<file path="src/rtl/cache_pkg.sv">
// Shared cache definitions: arbiter state encoding, address field ranges and line-address helper.
// Pure declarations; no logic, no latency.
package cache_pkg;

    typedef enum logic [1:0] {
        IDLE     = 2'd0,
        RD_BURST = 2'd1,
        WR_BURST = 2'd2
    } arb_state_e;

    localparam int ADR_WIDTH_C         = 32;
    localparam int ADR_WORD_OFFSET_LSB = 2;
    localparam int ADR_WORD_OFFSET_MSB = 3;
    localparam int ADR_INDEX_LSB       = 4;
    localparam int ADR_INDEX_MSB       = 9;
    localparam int ADR_TAG_LSB         = 10;
    localparam int ADR_TAG_MSB         = 31;
    localparam int LINE_LSB            = ADR_INDEX_LSB;

    function automatic logic [ADR_WIDTH_C-LINE_LSB-1:0] line_adr(input logic [ADR_WIDTH_C-1:0] adr);
        return adr[ADR_WIDTH_C-1:LINE_LSB];
    endfunction

endpackage

</file>
<file path="src/rtl/mem_burst_cnt.sv">
// Loadable modulo-WORD_NUM word counter with a beat counter flagging the last word of a burst.
// Load and increment take effect on the next edge; no backpressure of its own.
module mem_burst_cnt #(
    parameter int WORD_NUM  = 4,
    parameter int CNT_WIDTH = 2
) (
    input  logic                 clk,
    input  logic                 rst,
    input  logic                 load_i,
    input  logic [CNT_WIDTH-1:0] start_i,
    input  logic                 inc_i,
    output logic [CNT_WIDTH-1:0] cnt_o,
    output logic                 last_o
);

    logic [CNT_WIDTH-1:0] cnt_q, cnt_d;
    logic [CNT_WIDTH-1:0] beat_q, beat_d;

    // WORD_NUM is a power of two, so natural overflow gives the modulo wrap.
    always_comb begin
        cnt_d  = cnt_q;
        beat_d = beat_q;
        if (load_i) begin
            cnt_d  = start_i;
            beat_d = '0;
        end else if (inc_i) begin
            cnt_d  = cnt_q + CNT_WIDTH'(1);
            beat_d = beat_q + CNT_WIDTH'(1);
        end
    end

    always_ff @(posedge clk) begin
        if (rst) begin
            cnt_q  <= '0;
            beat_q <= '0;
        end else begin
            cnt_q  <= cnt_d;
            beat_q <= beat_d;
        end
    end

    assign cnt_o  = cnt_q;
    assign last_o = (beat_q == CNT_WIDTH'(WORD_NUM - 1));

endmodule

</file>
<file path="src/rtl/cache_mem_arbiter.sv">
// Arbitrates refill and victim writeback onto one memory port, one uninterruptible 4-word burst at a time.
// One registered grant cycle, then one word per mem_ack_i; requests wait while the other burst runs.
module cache_mem_arbiter
    import cache_pkg::*;
#(
    parameter int ADR_WIDTH         = 32,
    parameter int WORD_WIDTH        = 32,
    parameter int WORD_NUM          = 4,
    parameter int WORD_OFFSET_WIDTH = 2,
    parameter int STARVE_MAX        = 2
) (
    input  logic                         clk,
    input  logic                         rst,
    input  logic                         rf_req_i,
    input  logic [ADR_WIDTH-1:0]         rf_adr_i,
    output logic                         rf_ack_o,
    output logic [WORD_WIDTH-1:0]        rf_dat_o,
    output logic [WORD_OFFSET_WIDTH-1:0] rf_word_o,
    output logic                         rf_done_o,
    input  logic                         wb_req_i,
    input  logic [ADR_WIDTH-1:0]         wb_adr_i,
    input  logic [WORD_WIDTH-1:0]        wb_dat_i,
    output logic [WORD_OFFSET_WIDTH-1:0] wb_word_o,
    output logic                         wb_ack_o,
    output logic                         wb_done_o,
    output logic                         mem_req_o,
    output logic                         mem_we_o,
    output logic [ADR_WIDTH-1:0]         mem_adr_o,
    output logic [WORD_WIDTH-1:0]        mem_dat_o,
    input  logic                         mem_ack_i,
    input  logic [WORD_WIDTH-1:0]        mem_dat_i
);

    localparam int LINE_W   = ADR_WIDTH - WORD_OFFSET_WIDTH - 2;
    localparam int STARVE_W = $clog2(STARVE_MAX + 1);

    arb_state_e                   state_q, state_d;
    logic [LINE_W-1:0]            line_q, line_d;
    logic [STARVE_W-1:0]          starve_q, starve_d;
    logic                         cnt_load, cnt_inc, cnt_last;
    logic [WORD_OFFSET_WIDTH-1:0] cnt_start, cnt;
    logic                         hazard, wb_first;
    logic                         unused_adr_bits;

    assign unused_adr_bits = ^{rf_adr_i[1:0], wb_adr_i[WORD_OFFSET_WIDTH+1:0]};

    // Same line in flight both ways: the dirty victim must reach memory before it is re-read.
    assign hazard   = (line_adr(rf_adr_i) == line_adr(wb_adr_i));
    assign wb_first = wb_req_i && (!rf_req_i || hazard || (starve_q == STARVE_W'(STARVE_MAX)));
    assign cnt_inc  = (state_q != IDLE) && mem_ack_i;

    mem_burst_cnt #(
        .WORD_NUM  (WORD_NUM),
        .CNT_WIDTH (WORD_OFFSET_WIDTH)
    ) u_burst_cnt (
        .clk     (clk),
        .rst     (rst),
        .load_i  (cnt_load),
        .start_i (cnt_start),
        .inc_i   (cnt_inc),
        .cnt_o   (cnt),
        .last_o  (cnt_last)
    );

    always_comb begin
        state_d   = state_q;
        line_d    = line_q;
        starve_d  = starve_q;
        cnt_load  = 1'b0;
        cnt_start = '0;
        rf_ack_o  = 1'b0;
        rf_dat_o  = '0;
        rf_word_o = '0;
        rf_done_o = 1'b0;
        wb_word_o = '0;
        wb_ack_o  = 1'b0;
        wb_done_o = 1'b0;
        mem_req_o = 1'b0;
        mem_we_o  = 1'b0;
        mem_adr_o = '0;
        mem_dat_o = '0;
        case (state_q)
            IDLE: begin
                if (wb_first) begin
                    state_d  = WR_BURST;
                    line_d   = line_adr(wb_adr_i);
                    cnt_load = 1'b1;
                    starve_d = '0;
                end else if (rf_req_i) begin
                    state_d   = RD_BURST;
                    line_d    = line_adr(rf_adr_i);
                    cnt_load  = 1'b1;
                    cnt_start = rf_adr_i[WORD_OFFSET_WIDTH+1:2];
                    if (wb_req_i) begin
                        starve_d = starve_q + STARVE_W'(1);
                    end
                end
            end
            RD_BURST: begin
                mem_req_o = 1'b1;
                mem_adr_o = {line_q, cnt, 2'b00};
                rf_ack_o  = mem_ack_i;
                rf_dat_o  = mem_dat_i;
                rf_word_o = cnt;
                rf_done_o = mem_ack_i && cnt_last;
                if (mem_ack_i && cnt_last) begin
                    state_d = IDLE;
                end
            end
            WR_BURST: begin
                mem_req_o = 1'b1;
                mem_we_o  = 1'b1;
                mem_adr_o = {line_q, cnt, 2'b00};
                mem_dat_o = wb_dat_i;
                wb_word_o = cnt;
                wb_ack_o  = mem_ack_i;
                wb_done_o = mem_ack_i && cnt_last;
                if (mem_ack_i && cnt_last) begin
                    state_d = IDLE;
                end
            end
            default: state_d = IDLE;
        endcase
        if (!wb_req_i) begin
            starve_d = '0;
        end
    end

    always_ff @(posedge clk) begin
        if (rst) begin
            state_q  <= IDLE;
            line_q   <= '0;
            starve_q <= '0;
        end else begin
            state_q  <= state_d;
            line_q   <= line_d;
            starve_q <= starve_d;
        end
    end

endmodule

</file>
<file path="config.mk">
export PLATFORM = sky130hd
export DESIGN_NAME = cache_mem_arbiter
export DESIGN_NICKNAME = d
export VERILOG_FILES = /design/src/rtl/cache_pkg.sv /design/src/rtl/mem_burst_cnt.sv /design/src/rtl/cache_mem_arbiter.sv
export SDC_FILE = /design/constraint.sdc
export NUM_CORES = 1
export LEC_CHECK = 0
export CORE_MARGIN = 2
export CORE_UTILIZATION = 34
export CTS_CLUSTER_SIZE = 20
export DETAILED_ROUTE_END_ITERATION = 10
export PLACE_DENSITY = 0.88
export REMOVE_ABC_BUFFERS = 1
export SLEW_MARGIN = 20
export SYNTH_ARGS = -nofsm -noshare
export SYNTH_HDL_FRONTEND = slang
export SYNTH_SLANG_ARGS = --single-unit
</file>
<file path="constraint.sdc">
create_clock -name clk -period 3.5 [get_ports clk]
set_input_delay 1.05 -clock clk [delete_from_list [all_inputs] [get_ports clk]]
set_output_delay 1.05 -clock clk [all_outputs]
set_load 0.05 [all_outputs]
</file>
After elaboration in Yosys (flattened, before gate mapping)
Index checks and enable logic that the tools add are counted.
{"block": "op_classes", "add_sub_neg": 3, "eq_ne": 7, "mux": 27, "bitwise": 1, "reduce_logical": 15}
{"op": "2-to-1 mux 32 bit", "count": 3}
{"op": "2-to-1 mux 28 bit", "count": 2}
{"op": "equality test 28 bit", "count": 1}
{"op": "2-to-1 mux 2 bit", "count": 12}
{"op": "2-to-1 mux 1 bit", "count": 9}
{"op": "adder 2 x 1 -> 2 bit, second input constant", "count": 3}
{"op": "equality test 2 bit, second input constant", "count": 3}
{"op": "nonzero test 2 bit", "count": 3}
{"op": "OR reduction 2 bit", "count": 3}
{"op": "one-hot mux 2 bit (2 select lines)", "count": 1}
{"op": "AND reduction 2 bit", "count": 2}
{"op": "logical AND 1 bit", "count": 3}
{"op": "inequality test 3 bit, second input constant", "count": 1}
{"op": "equality test 2 x 1 -> 1 bit, second input constant", "count": 1}
{"op": "logical NOT 2 bit", "count": 1}
{"op": "logical OR 1 bit", "count": 2}
{"op": "inequality test 2 x 1 -> 1 bit, second input constant", "count": 1}
{"op": "logical NOT 1 bit", "count": 1}
{"op": "inverter 1 bit", "count": 1}
{"block": "totals", "reg_bits": 36, "in_bits": 133, "out_inout_bits": 106}

Logic depth before layout (Yosys ltp)
{"block": "depth", "ltp_word": 7, "depth_mapped": 7}

Hierarchy
A second synthesis with hierarchy kept.
{"block": "unflattened", "hier_cells": 334, "hier_area_um2": 2653.8}
{"module": "cache_mem_arbiter", "instances": 1, "cells_each": 317, "area_per_inst_um2": 2469.9, "seq_area_each_um2": 640.6}
{"module": "mem_burst_cnt", "instances": 1, "cells_each": 17, "area_per_inst_um2": 183.9, "seq_area_each_um2": 80.1}

Worst setup path before layout
Ideal clock, no wire load.
{"block": "synth_timing", "kind": "flip-flop to output port", "from": "register state_q[0]", "to": "output port mem_adr_o[10]", "t_arrival_ns": 1.686, "required_ns": 2.450, "path_slack_ns": 0.764, "path_stages_with_launch": 5, "path_buffers": 1, "path_cell_list": "dfxtp_1 > inv_1 > ha_1 > clkbuf_1 > and2_1"}
{"block": "synth_between", "elab_chain_len": 3, "elab_cells_between_ends": 4, "classes_between": "2 x eq/ne; 1 x mux; 1 x reduce/logical"}
{"item": "start: declaration", "line": "cache_mem_arbiter.sv:37", "rtl": "arb_state_e state_q, state_d;"}
{"item": "start signal: assignment", "line": "cache_mem_arbiter.sv:135", "rtl": "state_q <= state_d;"}
{"item": "equality test 2 bit / equality test 2 x 1 -> 1 bit (equally long branches)", "line": "cache_mem_arbiter.sv:82", "rtl": "case (state_q)"}
{"item": "OR reduction 2 bit (no source line) (*)"}
{"item": "2-to-1 mux 32 bit (*)", "line": "cache_mem_arbiter.sv:82"}
{"item": "end: declaration", "line": "cache_mem_arbiter.sv:28", "rtl": "output logic [ADR_WIDTH-1:0] mem_adr_o,"}
Every way passes the cells marked *; elsewhere a longest branch is shown, timed or not.

Final worst setup path
{"block": "layout_timing", "from": "input port mem_ack_i", "to": "output port rf_done_o"}
{"block": "layout_between", "elab_chain_len": 2}
{"item": "start: declaration", "line": "cache_mem_arbiter.sv:30", "rtl": "input logic mem_ack_i,"}
{"item": "logical AND 1 bit", "line": "cache_mem_arbiter.sv:105", "rtl": "rf_done_o = mem_ack_i && cnt_last;"}
{"item": "2-to-1 mux 1 bit", "line": "cache_mem_arbiter.sv:82"}
{"item": "end: declaration", "line": "cache_mem_arbiter.sv:19", "rtl": "output logic rf_done_o,"}
Every way passes these cells.

==> reports/summary.txt <==
Fmax: 322.3 MHz
Largest net degree at the start of global routing: 37
Gr ovfl total: 0
Crit Path Max Fanout: 7
Post-synthesis async set-or-reset flop share: 0
CTS tree: done
P&R area growth vs syn: 116.4%
VDD IR max: 0.2118 mV
Resize count post-CTS: 0
Critical path's top delay family: buffers and inverters
Worst Setup SP: mem_ack_i
YS warnings: 0
Flop2flop setup slack: 1.46 ns
Standard-cell rows: 32
Post-route cell area: 5715 µm²
GR peak layer: met2
Post-route ant nets: 0
Max_cap viols: 0
DR iter-0 viols: 98
Period minus WS final: 3.102 ns
Slowest Stage Delay on Critical Path: 0.59 ns
TritonRoute pass-1 iters: 4
Crit path launch type: input port
Slew headroom: 0.5796
Slew Viols, Final: 0
Leading area contributor after synthesis: dfxtp_1
Hold Path Class: flip-flop to flip-flop
Vias in the first global route: 3193
Worst skew pair latency: 0.29 ns
Setup crit end: rf_done_o
Gr usage total: 0.2440
CTS H-Tree Depth: 2
Clock transition at path regs: 0.07 ns
Buf+Inv Stages, Crit Path: 2
Setup-failing EPs final: 0
Initial antenna violation count: 0
Slew @ Worst Pin: 0.6305 ns
Post-detail-place hpwl: 9009 µm
Crit path DAT: 2.05 ns
Met1 Usage GRT: 0.2453
Distinct cells, synth: 33
ANT cells: 0
Post-synth EDFFs: 0
Most frequent cell after synthesis: and2_1
RSZ-0062 raised after global routing: no
Post-Route WL: 10640 µm
Setup TNS Final: 0 ns
Pre-CTS WS: 0.2631 ns
Vias: 3097
Sink Count: 36
GPL Wtd Cong: 0.8007
Total I/O pin count: 239
NumNets Final: 690
FF-to-FF Start: starve_q[0]
R2r worst-path depth: 7
Synth Area per Inst: 8.053 µm²
Synth Register Bits: 36
Die Ht: 92.14 µm
Clock skew: 0.01040 ns
Post-CTS Setup Bufs: 0
Fraction of layout cells with a size suffix above 1: 0.2242
DR WL/cell: 16.25 µm
Final std cells w/o fill: 655
Initial core utilization: 0.3472
Fin worst setup slack: 0.3976 ns
Hold Slack: 0.4436 ns
Pleak: 2.466 nW
Final Hold Vio Count: 0
First-pass GRT wire length: 16230 µm
Netlist Area Pre-Place: 2641 µm²
Die area: 8490 µm²
Dpl cell area: 5622 µm²
WS Path Type: input port to primary output
I/O Buffers: 230
Synth Instances: 328
DP Cell Count: 647
Slowest CP cell: clkdlybuf4s50_1
CP Cell Sequence: clkdlybuf4s50_1 > and3_1 > buf_12
DRC: 0
Met2 Use GR: 0.4841
Core footprint: 7607 µm²
Worst setup EP type: primary output
CP Depth: 3
Final core occ: 0.7513
Hold Buf Count CTS: 0
Chip width: 92.14 µm
Pwr/cell area: 352.2 nW/µm²
Post-synthesis sequential area ratio: 0.2729
Share of the synthesized area in the top cell type: 0.2729
Total CTS buffers: 5
CTS root buffer: clkbuf_8
Status: finished, final reports clean
Dominant cells by area after synthesis: dfxtp_1 (27%), and2_1 (24%), mux2i_1 (11%)
Clock tree buffer depth: 2
Via-per-instance ratio: 4.728
Met3 GRT Util: 0.05423
Critical R2R Capture: line_q[3]
Synth top cells by count: and2_1 (101), nand2_1 (40), dfxtp_1 (36), mux2i_1 (29), xnor2_1 (29)
Tot Pwr: 2.013 mW
Predominant post-synthesis flop cell: dfxtp_1
Final period util: 0.8864
Req. time, crit path: 2.45 ns
[tightest hold or removal path: cells and delay by family (launching register included)]
| family | cells | cell delay [ns] |
|---|---|---|
| compound gates | 1 | 0.05 |
| simple gates | 1 | 0.05 |
| flops | 1 | 0.31 |
[cell families after synthesis]
logic type / Yosys count / share of synthesized area
and+or+nand+nor: 166 / 0.3638
AOI/OAI and AO/OA: 38 / 0.08432
DFF: 36 / 0.2729
xor gates and xnor gates: 30 / 0.09948
muxes: 29 / 0.1099
buffers and inverters: 23 / 0.04452
adders and majority gates: 5 / 0.02369
other: 1 / 0.001420
[cells in the final DEF (no fill, tap or decap), drive strengths merged]
cell type      Yosys  final
and2             101    101
nor2b              3      3
nand4b             2      2
nand2             40     40
clkdlybuf4s50      0    127
inv                3      3
a22oi              1      1
xor2               1      1
dfxtp             36     36
nand3              1      1
o21ai             29     29
nand3b             1      1
and3               2      2
nand4              6      6
buf                6    109
mux2i             29     29
ha                 5      5
nor4               2      2
xnor2             29     29
or3b               1      1
a21oi              5      5
or2                1      1
nand2b             2      2
a211oi             1      1
clkinvlp           0      1
clkbuf            14      7
o21a               1      1
a2111oi            1      1
nor2               4      4
conb               1      2
[sequential cells by signal, summed over array words and instances (netlist names)]
name                cells
u_burst_cnt.beat_q      2
u_burst_cnt.cnt_o       2
starve_q                2
line_q                 28
state_q                 2
[how the worst min path moves through the flow]
stage / startpoint / end / slack [ns] / depth (start not counted)
2_1_floorplan: line_q[1] / line_q[1] / 0.42 / 2
3_3_place_gp: line_q[16] / line_q[16] / 0.43 / 2
3_5_place_dp: line_q[15] / line_q[15] / 0.44 / 2
4_1_cts: line_q[27] / line_q[27] / 0.45 / 2
5_1_grt: line_q[15] / line_q[15] / 0.47 / 2
6_report: line_q[27] / line_q[27] / 0.44 / 2
[layout make-up]
class	count	area, µm²
fill	512	1892
inverter	3	11.26
timing repair buffer	236	2953
multi-input combinational	270	1809
sequential	36	720.7
clock buffer	7	86.33
clock inverter	1	7.507
tap	102	127.6
[per-layer routing]
layer / share of wire / vias up
met1: 0.36 / 1412
met3: 0.069 / 25
met5: 0 / -
met4: 0.031 / 0
li1: - / 1512
met2: 0.54 / 148
[power by group]
group	internal, mW	switching (mW)	total [mW]
Sequential	0.465	0.0291	0.494
Clock	0.160	0.151	0.311
Combinational	0.543	0.664	1.21
Total	1.17	0.844	2.01
No activity file was read; power rests on OpenSTA's default activity.
